<file path="src/rtl/fp_pkg.sv">
// Shared opcodes, IEEE-754 single-precision constants and FSM states
// for the FP operation arbiter.
package fp_pkg;

  localparam logic [1:0] OP_ADD = 2'b00;
  localparam logic [1:0] OP_MUL = 2'b01;
  localparam logic [1:0] OP_DIV = 2'b10;
  localparam logic [1:0] OP_RSV = 2'b11;

  localparam logic [31:0] FP_ONE = 32'h3F800000;
  localparam logic [31:0] FP_TWO = 32'h40000000;
  localparam logic [31:0] FP_NAN = 32'h7FC00000;

  typedef enum logic [1:0] {
    S_IDLE  = 2'd0,
    S_ISSUE = 2'd1,
    S_WAIT  = 2'd2,
    S_RESP  = 2'd3
  } arb_state_e;

endpackage

</file>
<file path="src/rtl/fp_op_arbiter_rr_pick.sv">
// Combinational round-robin picker: first valid index at or after ptr_i,
// wrapping modulo NUM_REQ.
module rr_pick
  import fp_pkg::*;
#(
  parameter int NUM_REQ = 3,
  parameter int IDXW    = $clog2(NUM_REQ)
) (
  input  logic [NUM_REQ-1:0] valid_i,
  input  logic [IDXW-1:0]    ptr_i,
  output logic [NUM_REQ-1:0] grant_o,
  output logic [IDXW-1:0]    idx_o,
  output logic               any_o
);

  // Scan from the farthest offset down so the nearest valid index wins.
  always_comb begin
    logic [IDXW-1:0] j;
    grant_o = '0;
    idx_o   = '0;
    any_o   = 1'b0;
    j       = '0;
    for (int k = NUM_REQ - 1; k >= 0; k--) begin
      j = IDXW'((int'(ptr_i) + k) % NUM_REQ);
      if (valid_i[j]) begin
        grant_o    = '0;
        grant_o[j] = 1'b1;
        idx_o      = j;
        any_o      = 1'b1;
      end
    end
  end

endmodule

</file>
<file path="src/rtl/fp_op_arbiter.sv">
// Round-robin scheduler sharing one FP add/mul/div unit among NUM_REQ requesters.
// Grant counters on stat_grants are built only when FP_ARB_STATS_EN is defined.
module fp_op_arbiter
  import fp_pkg::*;
#(
  parameter int NUM_REQ = 3,
  parameter int TIMEOUT = 64
) (
  input  logic                    clk,
  input  logic                    rst,
  input  logic [NUM_REQ-1:0]      req_valid,
  output logic [NUM_REQ-1:0]      req_ready,
  input  logic [2*NUM_REQ-1:0]    req_op,
  input  logic [32*NUM_REQ-1:0]   req_a,
  input  logic [32*NUM_REQ-1:0]   req_b,
  output logic [NUM_REQ-1:0]      resp_valid,
  input  logic [NUM_REQ-1:0]      resp_ready,
  output logic [31:0]             resp_data,
  output logic                    resp_err,
  output logic                    fu_start,
  output logic [1:0]              fu_op,
  output logic [31:0]             fu_a,
  output logic [31:0]             fu_b,
  input  logic                    fu_done,
  input  logic [31:0]             fu_result,
  output logic                    fu_flush,
  output logic                    busy,
  output logic [16*NUM_REQ-1:0]   stat_grants
);

  localparam int IDXW = $clog2(NUM_REQ);

  arb_state_e      state_q, state_d;
  logic [IDXW-1:0] rr_ptr_q, rr_ptr_d;
  logic [IDXW-1:0] owner_q, owner_d;
  logic [7:0]      cnt_q, cnt_d;
  logic [1:0]      fu_op_q, fu_op_d;
  logic [31:0]     fu_a_q, fu_a_d;
  logic [31:0]     fu_b_q, fu_b_d;
  logic [31:0]     resp_data_q, resp_data_d;
  logic            resp_err_q, resp_err_d;

  logic [1:0]  op_arr [NUM_REQ];
  logic [31:0] a_arr  [NUM_REQ];
  logic [31:0] b_arr  [NUM_REQ];

  logic [NUM_REQ-1:0] pick_grant;
  logic [IDXW-1:0]    pick_idx;
  logic               pick_any;
  logic [8:0]         cnt_inc;
  logic               timeout_hit;

  for (genvar gi = 0; gi < NUM_REQ; gi++) begin : g_unpack
    assign op_arr[gi] = req_op[2*gi +: 2];
    assign a_arr[gi]  = req_a[32*gi +: 32];
    assign b_arr[gi]  = req_b[32*gi +: 32];
  end

  rr_pick #(
    .NUM_REQ (NUM_REQ),
    .IDXW    (IDXW)
  ) u_pick (
    .valid_i (req_valid),
    .ptr_i   (rr_ptr_q),
    .grant_o (pick_grant),
    .idx_o   (pick_idx),
    .any_o   (pick_any)
  );

  assign cnt_inc     = {1'b0, cnt_q} + 9'd1;
  assign timeout_hit = (cnt_inc == 9'(TIMEOUT));

  always_comb begin
    state_d     = state_q;
    rr_ptr_d    = rr_ptr_q;
    owner_d     = owner_q;
    cnt_d       = cnt_q;
    fu_op_d     = fu_op_q;
    fu_a_d      = fu_a_q;
    fu_b_d      = fu_b_q;
    resp_data_d = resp_data_q;
    resp_err_d  = resp_err_q;
    req_ready   = '0;
    fu_start    = 1'b0;
    fu_flush    = 1'b0;
    unique case (state_q)
      S_IDLE: begin
        if (pick_any && !rst) begin
          req_ready = pick_grant;
          fu_op_d   = op_arr[pick_idx];
          fu_a_d    = a_arr[pick_idx];
          fu_b_d    = b_arr[pick_idx];
          owner_d   = pick_idx;
          rr_ptr_d  = IDXW'((int'(pick_idx) + 1) % NUM_REQ);
          // Reserved opcode never reaches the unit; answer with a NaN error.
          if (op_arr[pick_idx] == OP_RSV) begin
            resp_data_d = FP_NAN;
            resp_err_d  = 1'b1;
            state_d     = S_RESP;
          end else begin
            state_d = S_ISSUE;
          end
        end
      end
      S_ISSUE: begin
        fu_start = !rst;
        cnt_d    = '0;
        state_d  = S_WAIT;
      end
      S_WAIT: begin
        cnt_d = cnt_q + 8'd1;
        // A completion on the timeout cycle still counts as success.
        if (fu_done) begin
          resp_data_d = fu_result;
          resp_err_d  = 1'b0;
          state_d     = S_RESP;
        end else if (timeout_hit) begin
          fu_flush    = !rst;
          resp_data_d = FP_NAN;
          resp_err_d  = 1'b1;
          state_d     = S_RESP;
        end
      end
      S_RESP: begin
        if (resp_ready[owner_q]) state_d = S_IDLE;
      end
      default: state_d = S_IDLE;
    endcase
  end

  always_ff @(posedge clk) begin
    if (rst) begin
      state_q     <= S_IDLE;
      rr_ptr_q    <= '0;
      owner_q     <= '0;
      cnt_q       <= '0;
      fu_op_q     <= '0;
      fu_a_q      <= '0;
      fu_b_q      <= '0;
      resp_data_q <= '0;
      resp_err_q  <= 1'b0;
    end else begin
      state_q     <= state_d;
      rr_ptr_q    <= rr_ptr_d;
      owner_q     <= owner_d;
      cnt_q       <= cnt_d;
      fu_op_q     <= fu_op_d;
      fu_a_q      <= fu_a_d;
      fu_b_q      <= fu_b_d;
      resp_data_q <= resp_data_d;
      resp_err_q  <= resp_err_d;
    end
  end

  for (genvar gi = 0; gi < NUM_REQ; gi++) begin : g_resp
    assign resp_valid[gi] = (state_q == S_RESP) && (owner_q == IDXW'(gi));
  end

  assign resp_data = resp_data_q;
  assign resp_err  = resp_err_q;
  assign fu_op     = fu_op_q;
  assign fu_a      = fu_a_q;
  assign fu_b      = fu_b_q;
  assign busy      = (state_q != S_IDLE);

`ifdef FP_ARB_STATS_EN
  for (genvar gi = 0; gi < NUM_REQ; gi++) begin : g_stats
    logic [15:0] grants_q;
    always_ff @(posedge clk) begin
      if (rst) begin
        grants_q <= '0;
      end else if (req_ready[gi] && grants_q != 16'hFFFF) begin
        grants_q <= grants_q + 16'd1;
      end
    end
    assign stat_grants[16*gi +: 16] = grants_q;
  end
`else
  assign stat_grants = '0;
`endif

endmodule

</file>
<file path="config.mk">
export PLATFORM = sky130hd
export DESIGN_NAME = fp_op_arbiter
export DESIGN_NICKNAME = d
export VERILOG_FILES = /design/src/rtl/fp_pkg.sv /design/src/rtl/fp_op_arbiter_rr_pick.sv /design/src/rtl/fp_op_arbiter.sv
export SDC_FILE = /design/constraint.sdc
export NUM_CORES = 1
export LEC_CHECK = 0
export ABC_AREA = 1
export CAP_MARGIN = 20
export CORE_MARGIN = 8
export CORE_UTILIZATION = 30
export CTS_CLUSTER_DIAMETER = 120
export CTS_CLUSTER_SIZE = 8
export DETAILED_ROUTE_END_ITERATION = 16
export PLACE_DENSITY = 0.65
export SYNTH_ARGS = -nofsm -noshare
export SYNTH_HDL_FRONTEND = slang
export SYNTH_SLANG_ARGS = --single-unit
</file>
<file path="constraint.sdc">
create_clock -name clk -period 5.8 [get_ports clk]
set_input_delay 1.16 -clock clk [delete_from_list [all_inputs] [get_ports clk]]
set_output_delay 1.16 -clock clk [all_outputs]
set_load 0.02 [all_outputs]
</file>
==> key figures, run 1 <==
Setup path
  – Reg2reg path depth: 19
  – CP startpoint: req_valid[2]
  – Critical Path End Type: primary output
  – Arrival time of the worst setup path: 3.67 ns
  – CP Launch Type: input port
  – Slowest Stage Delay on Critical Path: 0.65 ns
  – Critical path, cell by cell: clkdlybuf4s50_1, inv_1, o21ai_0, nand2_1, nand3_1, nand2_1, nor2_1, inv_4, nor2_1, clkdlybuf4s50_1
  – R2R Setup Slk: 2.44 ns
  – Crit path capture: req_ready[1]
  – Max FO, Critical Path: 37
  – Slowest stage cell, crit path: clkdlybuf4s50_1
  – Required @ worst endpoint: 4.64 ns
  – Reg2reg start: rr_ptr_q[0]$_SDFFE_PP0P_
  – Worst R2R End: resp_data[7]$_SDFFE_PP0P_
  – Setup Crit Path Kind: in -> out

Placement
  – DP Area: 0.00996 mm2
  – Placed Cells: 1,615
  – Count of port buffers added during placement: 346
  – Gpl congestion: 0.810
  – Post-DP HPWL: 20.0 mm

CTS
  – Worst-path clk slew: 0.05 ns
  – Buffer depth of the longest clock path: 2
  – Post-CTS setup buffer count: 0
  – CTS tree: yes
  – Clock Latency Late Sink: 0.41 ns
  – Post-CTS Hold Buffers: 0
  – Num CTS Buffers: 17
  – Root Buffer Master: clkbuf_16
  – Clock sinks: 113
  – CTS H-tree depth: 4
  – Resized Gates After CTS: 0

Pwr
  – Worst VDD drop: 0.000294 V
  – Pwr dens: 600 mW/mm2
  – Pleak: 4.41 nW

Die
  – Starting Density: 30.3%
  – Die area: 0.0269 mm2
  – Core Rows: 54
  – Die width: 164 um
  – Die height: 164 um
  – IO Count: 395
  – CORE AREA: 0.0217 mm2

STA
  – Max Slew Vio Count: 0
  – Slew @ Worst Pin: 1.00 ns
  – WHS: 0.478 ns
  – Final Skew: 0.0105 ns
  – Final Hold Fails: 0
  – Final setup violation count: 0
  – Tcrit/Tclk final: 83.2%
  – Slew HR: 33.3%
  – Fin crit period: 4.83 ns
  – Post-route setup TNS: 0 ns
  – Fmax: 207 MHz
  – RSZ-0062 raised after global routing: no

Yosys
  – Post-synthesis cell type count: 32
  – Sequential share of the synthesized area: 34.4%
  – FF+latch count, synth: 113
  – Synthesized area: 0.00658 mm2
  – Synthesized area per cell: 6.28 um2
  – Synthesis Warnings: 0
  – Cells after Synth: 1,047

Detailed routing
  – DRT iter0 DRCs: 399
  – WL/cell: 15.8 um
  – Vias: 7,402
  – Residual DRC: 0
  – Routed WL: 26.1 mm
  – First-pass DRT Iterations: 5
  – Post-DRT Antenna Nets: 0
  – Vias/cell: 4.49

Min path
  – Hold path start: cnt_q[7]$_SDFFE_PP0P_
  – Worst min-delay path category: reg -> reg

Cells and area
  – Final Cell Area: 0.0106 mm2
  – Area grow syn2layout: 61.6%
  – Finished Layout Cells: 1,648
  – Nets@finish: 1,603
  – Fraction of layout cells with a size suffix above 1: 4.97%

GRT
  – Remaining Overflow, GRT: 0
  – Largest net degree at the start of global routing: 102
  – Initial antenna violation count: 1
  – Overall Global Routing Usage: 18.8%
  – Number of global-route vias before repair: 7,189
  – First-pass GRT wire length: 39.5 mm

Job
  – Max_cap viols: 0

Status
  – Status: finished clean
synth_stat cells (all sizes together):
master / count / area [um2]
o221ai: 1 / 8.76
nand3b: 1 / 7.51
nor4: 1 / 6.26
nand3: 27 / 145
nor2: 281 / 1060
inv: 72 / 270
clkbuf: 25 / 93.8
o21ai: 75 / 383
ha: 10 / 125
nor3: 6 / 30.0
o22ai: 2 / 12.5
buf: 87 / 586
nand2: 175 / 692
xnor2: 2 / 17.5
a211oi: 1 / 7.51
xor2: 3 / 26.3
or2: 9 / 56.3
a31oi: 4 / 25.0
a21oi: 151 / 759
conb: 1 / 3.75
dfxtp: 113 / 2260
per-stage QoR:
stage,setup slack [ns],utilization (%),power [W]
after floorplan,2.12,-,0.00396
after global placement,1.07,45.9,0.00522
after detailed placement,0.975,45.9,0.00526
after CTS,0.966,49.0,0.00648
after global routing,0.709,49.0,0.00697
final,0.974,49.0,0.00638
layer usage:
layer  up-vias  part of all wire (%)  track usage [%]
met5         -                     0                0
met4         0                   1.0             4.26
met3        16                    10             7.82
met2       277                    49             33.0
met1      3266                    40             20.7
li1       3843                     -                -
state kept, by name, indices dropped and copies added (netlist names):
name and cells:
fu_b 32, cnt_q 8, resp_data 32, resp_err 1
fu_a 32, rr_ptr_q 2, fu_op 2, owner_q 2
state_q 2
area by class of cell:
type	count	area, um2
Timing Repair Buffer	353	3520
Antenna cell	1	2.50
Multi-Input combinational cell	797	3560
Tap cell	280	350
Inverter	72	273
Sequential cell	113	2260
Clock inverter	14	226
Clock buffer	18	439
Fill cell	2218	11100
report_power, final:
| part | leakage [nW] | switching [W] | internal [W] |
|---|---|---|---|
| combinational | 3.16 | 0.00254 | 0.00145 |
| clock | 0.318 | 0.000397 | 0.000781 |
| sequential | 0.922 | 0.000152 | 0.00106 |
cells by family (layout without fill, tap and decap cells):
group,count (synthesis),after routing,share of synthesized area [%]
AO/OA/AOI/OAI,234,234,18.2
XOR/XNOR,5,5,0.666
adder cells (fa/ha/maj),10,10,1.90
buffers and inverters,184,457,14.4
flip-flops,113,113,34.4
other,1,49,0.0570
AND/OR/NAND/NOR,500,500,30.4
worst min path at each step:
stage	to	slack (ns)	cells after the start
2_1_floorplan	cnt_q[7]$_SDFFE_PP0P_	0.46	2
3_3_place_gp	fu_b[19]$_SDFFE_PP0P_	0.46	2
3_5_place_dp	cnt_q[7]$_SDFFE_PP0P_	0.47	2
4_1_cts	cnt_q[7]$_SDFFE_PP0P_	0.48	2
5_1_grt	cnt_q[7]$_SDFFE_PP0P_	0.50	2
6_report	cnt_q[7]$_SDFFE_PP0P_	0.48	2
worst max-delay path: cells and delay by family:
kind | cells | cell delay (ns)
buf+inv | 4 | 1.46
simple gates | 5 | 0.82
compound gates | 1 | 0.20
cells in the final DEF, fill, tap and decap left out, types with 2 or more instances in the layout:
master / n
clkdlybuf4s50_1: 345
nor2_1: 280
nand2_1: 169
a21oi_1: 149
dfxtp_1: 113
inv_1: 66
conb_1: 48
o21ai_0: 38
o21ai_1: 35
nand3_1: 25
clkbuf_16: 17
ha_1: 10
or2_2: 9
nor3_1: 6
buf_4: 6
inv_2: 5
bufinv_16: 5
nand2_4: 4
a31oi_1: 4
inv_6: 4
xor2_1: 3
clkinv_4: 3
nand2_2: 2
nand3_2: 2
o22ai_1: 2
o21ai_2: 2
xnor2_1: 2
clkinvlp_4: 2
Power figures use the tool's default switching activity.
==> run 2: changes to the inputs <==
--- a/config.mk
+++ b/config.mk
@@ -12,7 +12,7 @@
 export CTS_CLUSTER_DIAMETER = 120
 export CTS_CLUSTER_SIZE = 8
 export DETAILED_ROUTE_END_ITERATION = 16
-export PLACE_DENSITY = 0.65
+export PLACE_DENSITY = 0.67
 export SYNTH_ARGS = -nofsm -noshare
 export SYNTH_HDL_FRONTEND = slang
 export SYNTH_SLANG_ARGS = --single-unit
==> constraint.sdc (replaced) <==
create_clock -name clk -period 4.1 [get_ports clk]
set_input_delay 0.82 -clock clk [delete_from_list [all_inputs] [get_ports clk]]
set_output_delay 0.82 -clock clk [all_outputs]
set_load 0.02 [all_outputs]
==> run 2 against run 1 <==
Net effect: power grew 38%; utilization shrank 0.21 points; first-iteration DRC count grew 10%; cell area shrank 0.42%; flip-flop and latch count is the same; critical path type unchanged; highest routed layer unchanged.
==> key figures, run 2 (synthesis gave the netlist of run 1 again) <==
STA
  – Final Skew: 0.0138 ns (was 0.0105 ns)
  – Max Slew Vio Count: 0 (unchanged)
  – Final worst slack: 0.267 ns (was 0.974 ns)
  – Final Hold Fails: 0 (unchanged)
  – RSZ-0062 raised after global routing: no (unchanged)
  – Tcrit/Tclk final: 93.5%
  – Post-route setup TNS: 0 ns (unchanged)
  – Fmax: 261 MHz
  – Slew HR: 41.5% (was 33.3%)
  – Final setup violation count: 0 (unchanged)
  – Fin crit period: 3.83 ns
  – Slew @ Worst Pin: 0.876 ns (was 1.00 ns)

Placement
  – Gpl congestion: 0.864 (was 0.810)
  – Post-DP HPWL: 19.5 mm (was 20.0 mm)
  – Count of port buffers added during placement: 346 (unchanged)
  – Pre-CTS setup slack: 0.221 ns (was 0.975 ns)

Die
  – Starting Density: 30.3% (unchanged)
  – Core Rows: 54 (unchanged)
  – Die area: 0.0269 mm2 (unchanged)
  – CORE AREA: 0.0217 mm2 (unchanged)
  – Die height: 164 um (unchanged)
  – Die width: 164 um (unchanged)
  – IO Count: 395 (unchanged)

Pwr
  – Pwr dens: 832 mW/mm2 (was 600 mW/mm2)
  – Worst VDD drop: 0.000506 V (was 0.000294 V)
  – Pleak: 4.39 nW (was 4.41 nW)

Status
  – Status: finished clean (unchanged)

CTS
  – Num CTS Buffers: 17 (unchanged)
  – Clock sinks: 113 (unchanged)
  – Post-CTS Hold Buffers: 0 (unchanged)
  – Clock Latency Late Sink: 0.41 ns (about the same)
  – Root Buffer Master: clkbuf_16 (unchanged)
  – Buffer depth of the longest clock path: 2 (unchanged)
  – Post-CTS setup buffer count: 0 (unchanged)
  – CTS H-tree depth: 4 (unchanged)
  – Resized Gates After CTS: 0 (unchanged)
  – Worst-path clk slew: 0.06 ns (was 0.05 ns)
  – CTS tree: yes (unchanged)

Detailed routing
  – Residual DRC: 0 (unchanged)
  – Routed WL: 25.7 mm (was 26.1 mm)
  – Post-DRT Antenna Nets: 0 (unchanged)
  – Vias/cell: 4.53 (was 4.49)
  – First-pass DRT Iterations: 4 (was 5)
  – DRT iter0 DRCs: 439 (was 399)
  – WL/cell: 15.5 um (was 15.8 um)
  – Vias: 7,482 (was 7,402)

Setup path
  – Reg2reg path depth: 15 (was 19)
  – Required @ worst endpoint: 3.28 ns (was 4.64 ns)
  – Arrival time of the worst setup path: 3.01 ns (was 3.67 ns)
  – CP startpoint: req_valid[2] (unchanged)
  – Crit path capture: req_ready[1] (unchanged)
  – R2R Setup Slk: 0.84 ns (was 2.44 ns)
  – CP Launch Type: input port (unchanged)
  – Setup Crit Path Kind: in -> out (unchanged)
  – Max FO, Critical Path: 4 (was 37)
  – Critical Path End Type: primary output (unchanged)
  – Worst R2R End: fu_a[21]$_SDFFE_PP0P_ (was resp_data[7]$_SDFFE_PP0P_)
  – Reg2reg start: rr_ptr_q[0]$_SDFFE_PP0P_ (unchanged)

Min path
  – Hold path cells: 2 (unchanged)
  – Worst min-delay path category: reg -> reg (unchanged)
  – Hold path start: resp_err$_SDFFE_PP0P_ (was cnt_q[7]$_SDFFE_PP0P_)

Cells and area
  – Area grow syn2layout: 60.9% (was 61.6%)
  – Commonest non-fill, non-tap cell in the layout: clkdlybuf4s50_1 (unchanged)
  – Fillcell total: 2,203 (was 2,218)
  – Most frequent cells in the layout: 344 x clkdlybuf4s50_1, 280 x nor2_1, 169 x nand2_1 (was 345 x clkdlybuf4s50_1, 280 x nor2_1, 169 x nand2_1)
  – Nets@finish: 1,608 (was 1,603)
  – Fraction of layout cells with a size suffix above 1: 5.32% (was 4.97%)

GRT
  – Initial antenna violation count: 1 (unchanged)
  – Number of global-route vias before repair: 7,234 (was 7,189)
  – First-pass GRT wire length: 39.3 mm (was 39.5 mm)
  – Remaining Overflow, GRT: 0 (unchanged)
  – Largest net degree at the start of global routing: 78 (was 102)
  – Overall Global Routing Usage: 18.5% (was 18.8%)

Job
  – Max_cap viols: 0 (unchanged)
## run 2: changes by cell type in the layout (fill, tap and decap cells not counted)
cell,change
clkbuf_1,+1
clkinv_2,+1
clkbuf_8,-1
clkdlybuf4s50_1,-1
bufinv_16,-3
buf_4,+6
clkinvlp_4,+2
## run 2: layout make-up
type                       instances  area [um2]  area share (%)
clock inverter                    14         156            1.48
sequential                       113        2260            21.4
antenna                            1        2.50          0.0236
multi-input combinational        797        3560            33.6
inverter                          72         273            2.58
clock buffer                      18         429            4.05
timing repair buffer             358        3560            33.6
tap                              280         350            3.31
## run 2: worst min-delay path by stage
| stage | end |
|---|---|
| 3_5_place_dp | resp_err$_SDFFE_PP0P_ |
| 5_1_grt | fu_a[28]$_SDFFE_PP0P_ |
| 4_1_cts | fu_a[18]$_SDFFE_PP0P_ |
| 6_report | resp_err$_SDFFE_PP0P_ |
| 2_1_floorplan | cnt_q[7]$_SDFFE_PP0P_ |
| 3_3_place_gp | resp_data[12]$_SDFFE_PP0P_ |
## run 2: per-layer routing
layer	track usage, %	vias up	part of all wire (%)	wire (um)
met5	0	-	0	0
met4	5.21	0	1.6	408
met3	8.02	19	10	2620
met2	31.2	291	48	12300
met1	20.8	3326	40	10300
li1	-	3846	-	-
## run 2: worst max-delay path: stages
cell	delay, ns
clkdlybuf4s50_1	0.50
inv_1	0.06
o21ai_0	0.21
nand2_1	0.11
nand3_1	0.13
nand2_1	0.07
nor2_1	0.21
inv_4	0.06
nor2_1	0.17
clkdlybuf4s50_1	0.68
## run 2: through the flow
stage          cells  power [W]  utilization [%]  hold WS (ns)  instance area (um2)
3_3_place_gp    1620    0.00737             46.1         0.462                10000
4_1_cts         1652    0.00895             48.8         0.486                10600
6_report        1653    0.00881             48.8         0.480                10600
2_1_floorplan   1094    0.00561                -         0.457                 6760
5_1_grt         1653    0.00965             48.8         0.504                10600
3_5_place_dp    1620    0.00743             46.1         0.473                10000
## run 2: report_power, final
group / internal [W] / total (W) / switching, W
Combinational: 0.00207 / 0.00563 / 0.00356
Sequential: 0.00150 / 0.00171 / 0.000213
Clock: 0.000903 / 0.00147 / 0.000563
==> run 3: changes to the inputs <==
--- a/config.mk
+++ b/config.mk
@@ -10,7 +10,6 @@
 export CORE_MARGIN = 8
 export CORE_UTILIZATION = 30
 export CTS_CLUSTER_DIAMETER = 120
-export CTS_CLUSTER_SIZE = 8
 export DETAILED_ROUTE_END_ITERATION = 16
 export PLACE_DENSITY = 0.67
 export SYNTH_ARGS = -nofsm -noshare
==> results of run 3 <==
The final DEF is identical to that of run 2; final timing and power are the same.
